[src/rtl/async_fifo_reader.sv]
// async_fifo_reader: read-domain consumer for the team async FIFO.
// Pops words from a first-word-fall-through FIFO port into a 2-entry
// registered buffer and presents them as a valid/ready stream. Each word
// carries an m_last tag every BURST_LEN words.
// Optional build macro ASYNC_FIFO_READER_STATS_EN adds the rd_words and
// rd_stalls handshake/stall counters.
module async_fifo_reader #(
    parameter int WIDTH     = 8,
    parameter int BURST_LEN = 16,
    parameter int CNT_W     = 16
) (
    input  logic             rd_clk,
    input  logic             arreset,
    input  logic             en,
    input  logic             fifo_empty,
    input  logic [WIDTH-1:0] fifo_data,
    output logic             fifo_rden,
    output logic             m_valid,
    input  logic             m_ready,
    output logic [WIDTH-1:0] m_data,
    output logic             m_last,
    output logic             burst_busy
`ifdef ASYNC_FIFO_READER_STATS_EN
    ,
    output logic [31:0]      rd_words,
    output logic [31:0]      rd_stalls
`endif
);

    localparam logic [CNT_W-1:0] LP_BEAT_MAX = CNT_W'(BURST_LEN - 1);

    // Buffer occupancy (0, 1 or 2); head entry drives the outputs directly
    logic [1:0]       r_count;
    logic [WIDTH-1:0] r_head_data;
    logic             r_head_last;
    logic [WIDTH-1:0] r_tail_data;
    logic             r_tail_last;
    logic [CNT_W-1:0] r_beat;

    logic [1:0]       w_count_next;
    logic [WIDTH-1:0] w_head_data_next;
    logic             w_head_last_next;
    logic [WIDTH-1:0] w_tail_data_next;
    logic             w_tail_last_next;
    logic [CNT_W-1:0] w_beat_next;

    logic             w_push;
    logic             w_pop;
    logic             w_push_last;

    // Output decode: pop strobe depends only on registered occupancy, never on
    // m_ready; it is also held low during reset so no FIFO word is consumed
    // and silently discarded while the buffer is being cleared.
    always_comb begin
        fifo_rden  = en & ~fifo_empty & (r_count != 2'd2) & ~arreset;
        m_valid    = (r_count != 2'd0);
        m_data     = r_head_data;
        m_last     = r_head_last;
        burst_busy = (r_beat != '0);
    end

    assign w_push      = fifo_rden;
    assign w_pop       = m_valid & m_ready;
    assign w_push_last = (r_beat == LP_BEAT_MAX);

    // Next-state: occupancy transitions, entry updates and beat counting
    always_comb begin
        w_count_next     = r_count;
        w_head_data_next = r_head_data;
        w_head_last_next = r_head_last;
        w_tail_data_next = r_tail_data;
        w_tail_last_next = r_tail_last;
        w_beat_next      = r_beat;

        case (r_count)
            2'd0: begin
                if (w_push) begin
                    w_head_data_next = fifo_data;
                    w_head_last_next = w_push_last;
                    w_count_next     = 2'd1;
                end
            end
            2'd1: begin
                if (w_push && w_pop) begin
                    // head retires and the new word takes its place
                    w_head_data_next = fifo_data;
                    w_head_last_next = w_push_last;
                end else if (w_push) begin
                    w_tail_data_next = fifo_data;
                    w_tail_last_next = w_push_last;
                    w_count_next     = 2'd2;
                end else if (w_pop) begin
                    w_count_next     = 2'd0;
                end
            end
            2'd2: begin
                if (w_pop) begin
                    w_head_data_next = r_tail_data;
                    w_head_last_next = r_tail_last;
                    w_count_next     = 2'd1;
                end
            end
            default: begin
                w_count_next = 2'd0;
            end
        endcase

        if (w_push) begin
            w_beat_next = w_push_last ? '0 : r_beat + 1'b1;
        end
    end

    // State register with asynchronous clear
    always_ff @(posedge rd_clk or posedge arreset) begin
        if (arreset) begin
            r_count     <= 2'd0;
            r_head_data <= '0;
            r_head_last <= 1'b0;
            r_tail_data <= '0;
            r_tail_last <= 1'b0;
            r_beat      <= '0;
        end else begin
            r_count     <= w_count_next;
            r_head_data <= w_head_data_next;
            r_head_last <= w_head_last_next;
            r_tail_data <= w_tail_data_next;
            r_tail_last <= w_tail_last_next;
            r_beat      <= w_beat_next;
        end
    end

`ifdef ASYNC_FIFO_READER_STATS_EN
    logic [31:0] r_rd_words;
    logic [31:0] r_rd_stalls;

    // Saturating counters of accepted words and back-pressured cycles
    always_ff @(posedge rd_clk or posedge arreset) begin
        if (arreset) begin
            r_rd_words  <= 32'd0;
            r_rd_stalls <= 32'd0;
        end else begin
            if (w_pop && (r_rd_words != 32'hFFFF_FFFF)) begin
                r_rd_words <= r_rd_words + 32'd1;
            end
            if (m_valid && !m_ready && (r_rd_stalls != 32'hFFFF_FFFF)) begin
                r_rd_stalls <= r_rd_stalls + 32'd1;
            end
        end
    end

    assign rd_words  = r_rd_words;
    assign rd_stalls = r_rd_stalls;
`endif

endmodule

[config.mk]
export PLATFORM = sky130hd
export DESIGN_NAME = async_fifo_reader
export DESIGN_NICKNAME = d
export VERILOG_FILES = /design/src/rtl/async_fifo_reader.sv
export SDC_FILE = /design/constraint.sdc
export NUM_CORES = 1
export LEC_CHECK = 0
export ABC_AREA = 0
export CAP_MARGIN = 15
export CORE_ASPECT_RATIO = 0.5
export CORE_UTILIZATION = 55
export CTS_BUF_LIST = sky130_fd_sc_hd__clkbuf_8
export DETAILED_ROUTE_END_ITERATION = 10
export HOLD_SLACK_MARGIN = 0.15
export PLACE_DENSITY = 0.81
export SYNTH_ARGS = -nofsm -noshare
export SYNTH_HDL_FRONTEND = slang
export SYNTH_SLANG_ARGS = --single-unit
[constraint.sdc]
create_clock -name rd_clk -period 1.8 [get_ports rd_clk]
set_input_delay 0.36 -clock rd_clk [delete_from_list [all_inputs] [get_ports rd_clk]]
set_output_delay 0.36 -clock rd_clk [all_outputs]
set_load 0.005 [all_outputs]
* After elaboration in Yosys (flattened, before gate mapping)
Cells that the tools add are included.
** Storage, ports and cells
- Register bits :: 36
- Bits of input ports :: 13
- Output and inout bits :: 12
- Word-level logic and storage cells :: 46
** Cells by class
- Add/subtract/negate cells :: 1
- Equal/unequal tests :: 9
- Muxes and demuxes :: 15
- Bitwise operators :: 7
- Reductions and logical operators :: 8
** Operators with widths (number)
- 8-bit 2-to-1 mux :: 3
- 8-bit case mux with 3 select lines :: 1
- 16-bit by 1-bit adder with 16-bit output, second input constant :: 1
- 16-bit by 4-bit == test with 1-bit output, second input constant :: 1
- 16-bit 2-to-1 mux :: 1
- 16-bit nonzero test :: 1
- 2-bit 2-to-1 mux :: 5
- 2-bit inequality test, second input constant :: 5
- 4-bit AND reduction :: 2
- 2-bit case mux with 3 select lines :: 1
- 1-bit AND :: 4
- 1-bit 2-to-1 mux :: 3
- 3-bit inequality test, second input constant :: 1
- 1-bit inverter :: 3
- 1-bit case mux with 3 select lines :: 1
- 3-bit AND reduction :: 1
- 3-bit nonzero test :: 1
- 2-bit by 1-bit == test with 1-bit output, second input constant :: 1
- 2-bit == test, second input constant :: 1
- 2-bit zero test :: 1
- 2-bit nonzero test :: 1
- 1-bit logical AND :: 1

* Logic depth before layout (Yosys ltp)
- Depth in word-level cells :: 7
- Mapped depth :: 6
- Mapped depth without buffers :: 5

* Least setup slack after synthesis
No wires, ideal clock.
- Kind :: input port to flip-flop
- Start point :: input fifo_empty
- End point :: register r_tail_data[0]
- Setup time :: 0.128 ns
- Data arrival time :: 1.701 ns
- Data required time :: 1.672 ns
- Path slack :: -0.029 ns
- Stages :: 5
- Buffers on the path :: 2
- Cell sequence :: or3b_1 buf_2 or3_1 buf_2 mux2_1
** On the way
- Word-level cells in the longest chain between the ends :: 7
** RTL lines
- start, declared :: RTL line 15 : input logic fifo_empty,
- 1-bit inverter (*) :: RTL line 55 : fifo_rden = en & ~fifo_empty & (r_count != 2'd2) & ~arreset;
- 1-bit AND (*) (3 in a row) :: RTL line 55
- 1-bit logical AND :: RTL line 84 : if (w_push && w_pop) begin
- 1-bit inverter (no line)
- 3-bit AND reduction (no line) (*)
- end signal, assigned :: RTL line 126 : r_tail_data <= w_tail_data_next;
- end, declared :: RTL line 36 : logic [WIDTH-1:0] r_tail_data;
Mark *: on every way between the ends. The rest lies on a longest branch, timed or not.
A chain may end at the register's enable or synchronous reset.

* Final worst setup path
- Start point :: input arreset
- End point :: register r_beat[12]
** On the way
- Word-level cells in the longest chain between the ends :: 2
** RTL lines
- start, declared :: RTL line 13 : input logic arreset,
- 1-bit inverter :: RTL line 55
- 1-bit AND :: RTL line 55
- end signal, assigned :: RTL line 128 : r_beat <= w_beat_next;
- end, declared :: RTL line 38 : logic [CNT_W-1:0] r_beat;
Every way passes these cells.

==> results.json <==
{
  "synth_area_per_cell_um2": 10.2,
  "numClockSinks": 36,
  "status": "completed",
  "power_frac_comb_pct": 23.3,
  "p_leak_nw": 1.08,
  "post-route-period-util_pct": 97.5,
  "dpl.hpwl_um": 2670,
  "crit_path_start_kind": "input pin",
  "crit_type": "in2reg",
  "ant_nets": 0,
  "final_cell_mix": "dfrtp_1, nand2_1, buf_4, clkdlybuf4s50_1, nor2_1",
  "cp_max_fo": 4,
  "core_region_area_mm2": 0.00273,
  "final_hold_viol_count": 0,
  "tightest_slew_ps": 399,
  "multi_input_area_um2": 764,
  "cp.required_ps": 2000,
  "io-pin-count": 25,
  "htree_num_levels": 2,
  "power_frac_seq_pct": 50.4,
  "crit_arrival_ps": 1960,
  "finalPower_mw": 2.14,
  "die_y_um": 41.1,
  "clockPowerShare_pct": 26.3,
  "skew_ps": 6.73,
  "holdWs_ps": 237,
  "clockBufferDepth": 2,
  "diodes": 0,
  "powerDensity_mw_per_mm2": 951,
  "wl_per_cell_um": 16.1,
  "cp-end-kind": "flip-flop",
  "grt_max_degree": 37,
  "grt_pass1_wl_um": 6320,
  "cts_hold_buf": 0,
  "route.detailed.drc": 0,
  "grt_pass1_vias": 1389,
  "synth_area_leaders": "dfrtp_1, nand2_1, xor2_1, a31oi_1, mux2_2",
  "finalSetupTns_ps": 0,
  "rsz0062_at_grt": "no",
  "mostFrequentLayoutCell": "dfrtp_1",
  "ys_types": 35,
  "period_minus_slack_ps": 1760,
  "die_w_um": 80.1,
  "slew_viol_final": 0,
  "intPower_mw": 1.53,
  "dr.pass1.iters": 4,
  "syn_area_mm2": 0.00168,
  "via_per_inst": 5.56,
  "track_usage_pct": 27.9,
  "peakVddDrop_mv": 0.625,
  "cts_root_buf": "clkbuf_8",
  "cap_viol_max_count": 0,
  "synthCells": 165,
  "switchingPower_uw": 611,
  "start_util_pct": 61.4,
  "die_area_mm2": 0.00329,
  "r2r-start": "r_count[1]$_DFFE_PP0P_",
  "cts_tree": "built",
  "final-seq-area_um2": 902,
  "slew_headroom_pct": 73.1,
  "area_growth_pct": 33.9,
  "r2r_setup_slack_ps": 60,
  "fmax_ghz": 0.570,
  "syn_nets": 180,
  "r2r_cells": 5,
  "nets": 228,
  "synth_seq_cells": 36,
  "hp-class": "in2async",
  "drt_iter0_markers": 94,
  "ys_warn_count": 0,
  "synth_top_area_cell": "dfrtp_1",
  "dp_cells": 242,
  "wl_um": 4040,
  "yosysTopAreaCellShare_pct": 53.7,
  "ys_seq_area_share_pct": 53.7,
  "cts_inserted_buffers": 5,
  "num_vias": 1396,
  "setup-violations-final": 0,
  "layout-drive-gt1-share_pct": 24.3,
  "grt_overflow": 0,
  "final_core_util_pct": 82.2,
  "portBuffers": 24,
  "place.gp.congestion": 0.781,
  "instances_no_fill": 251,
  "clk-insertion-delay-late_ps": 290,
  "p_sw_share_pct": 28.6,
  "rows": 13,
  "antenna_found_initial": 0,
  "r2r-end": "r_beat[12]$_DFFE_PP0P_",
  "clk_pin_slew_ps": 70,
  "n_fill_cell": 144
}
critical path: stages:
cell	delay, ps
buf_2	100
or3b_4	400
buf_6	130
or4_4	570
nor3_4	200
xor2_1	180
Yosys cell counts:
| library cell | number |
|---|---|
| or3b_1 | 1 |
| nor2_1 | 14 |
| nand2b_1 | 2 |
| xnor2_1 | 5 |
| dfrtp_1 | 36 |
| o211ai_1 | 1 |
| o21ai_0 | 5 |
| a31o_2 | 1 |
| xor2_1 | 7 |
| nor3b_1 | 2 |
| ha_1 | 2 |
| mux2_1 | 3 |
| nand4b_1 | 1 |
| and3b_1 | 1 |
| buf_2 | 3 |
| or4_4 | 1 |
| mux2_2 | 5 |
| or3_1 | 1 |
| clkbuf_1 | 4 |
| nand2_1 | 24 |
| o31ai_1 | 1 |
| a21oi_1 | 2 |
| nand3_1 | 7 |
| inv_1 | 6 |
| nor4_1 | 5 |
| o21a_1 | 1 |
| nand4_1 | 2 |
| nor2b_1 | 1 |
| a31oi_1 | 9 |
| nor3_1 | 2 |
| o22ai_1 | 1 |
| and3_1 | 5 |
| nor3_2 | 2 |
| or2_2 | 1 |
| and4_1 | 1 |
how the worst max path moves through the flow:
stage               start                          to  slack (ps)
2_1_floorplan  fifo_empty  r_tail_data[0]$_DFFE_PP0P_           7
4_1_cts           arreset      r_beat[12]$_DFFE_PP0P_          50
6_report          arreset      r_beat[12]$_DFFE_PP0P_          40
3_3_place_gp           en                   fifo_rden        -500
3_5_place_dp           en      r_beat[12]$_DFFE_PP0P_        -540
5_1_grt           arreset      r_beat[12]$_DFFE_PP0P_           2
registers in the layout, indices dropped and copies added, names as in the netlist:
name	count
m_data	8
r_count	2
r_tail_data	8
r_tail_last	1
m_last	1
r_beat	16
power groups by stage:
stage	clock [mW]	combinational (mW)	sequential [mW]
3_3_place_gp	0	0.471	1.07
5_1_grt	0.595	0.555	1.10
3_5_place_dp	0	0.492	1.08
6_report	0.561	0.498	1.08
2_1_floorplan	0	0.225	1.08
4_1_cts	0.559	0.499	1.07
final cells by class:
type,count,share of cell area (%)
clock buffer,5,3.06
clock inverter,3,0.724
inverter,6,1.00
multi-input combinational,116,34.0
sequential,36,40.1
tap,37,2.06
timing repair buffer,48,19.0
kinds of logic (layout without fill, tap and decap cells):
family,count (synthesis),count (layout),synth area share (%)
buffers and inverters,13,62,3.13
and+or+nand+nor,73,73,22.4
DFF,36,36,53.7
muxes,8,8,5.37
adders and majority gates,2,2,1.49
xor gates and xnor gates,12,12,6.26
AOI/OAI and AO/OA,21,21,7.68
per-stage QoR:
stage	instance area, um2	setup slack, ps
2_1_floorplan	1690	7.05
3_3_place_gp	2140	-498
3_5_place_dp	2140	-540
4_1_cts	2240	48.2
5_1_grt	2250	2.11
6_report	2250	44.2
routing by layer:
layer | GRT usage (%) | part of all wire (%)
met1 | 30.8 | 44
met2 | 54.3 | 49
met4 | 12.9 | 2.4
met3 | 6.89 | 4.4
met5 | 0 | 0
repair_timing:
| action | 4_1_cts | 5_1_grt |
|---|---|---|
| setup buffers | 1 | 0 |
| pin swaps | 6 | 0 |
| endpoints found under the hold margin | 0 | 0 |
| endpoints found under the setup margin | 19 | 2 |
| gates resized for setup | 25 | 2 |
Note: power is estimated with default switching activity, not from simulation.
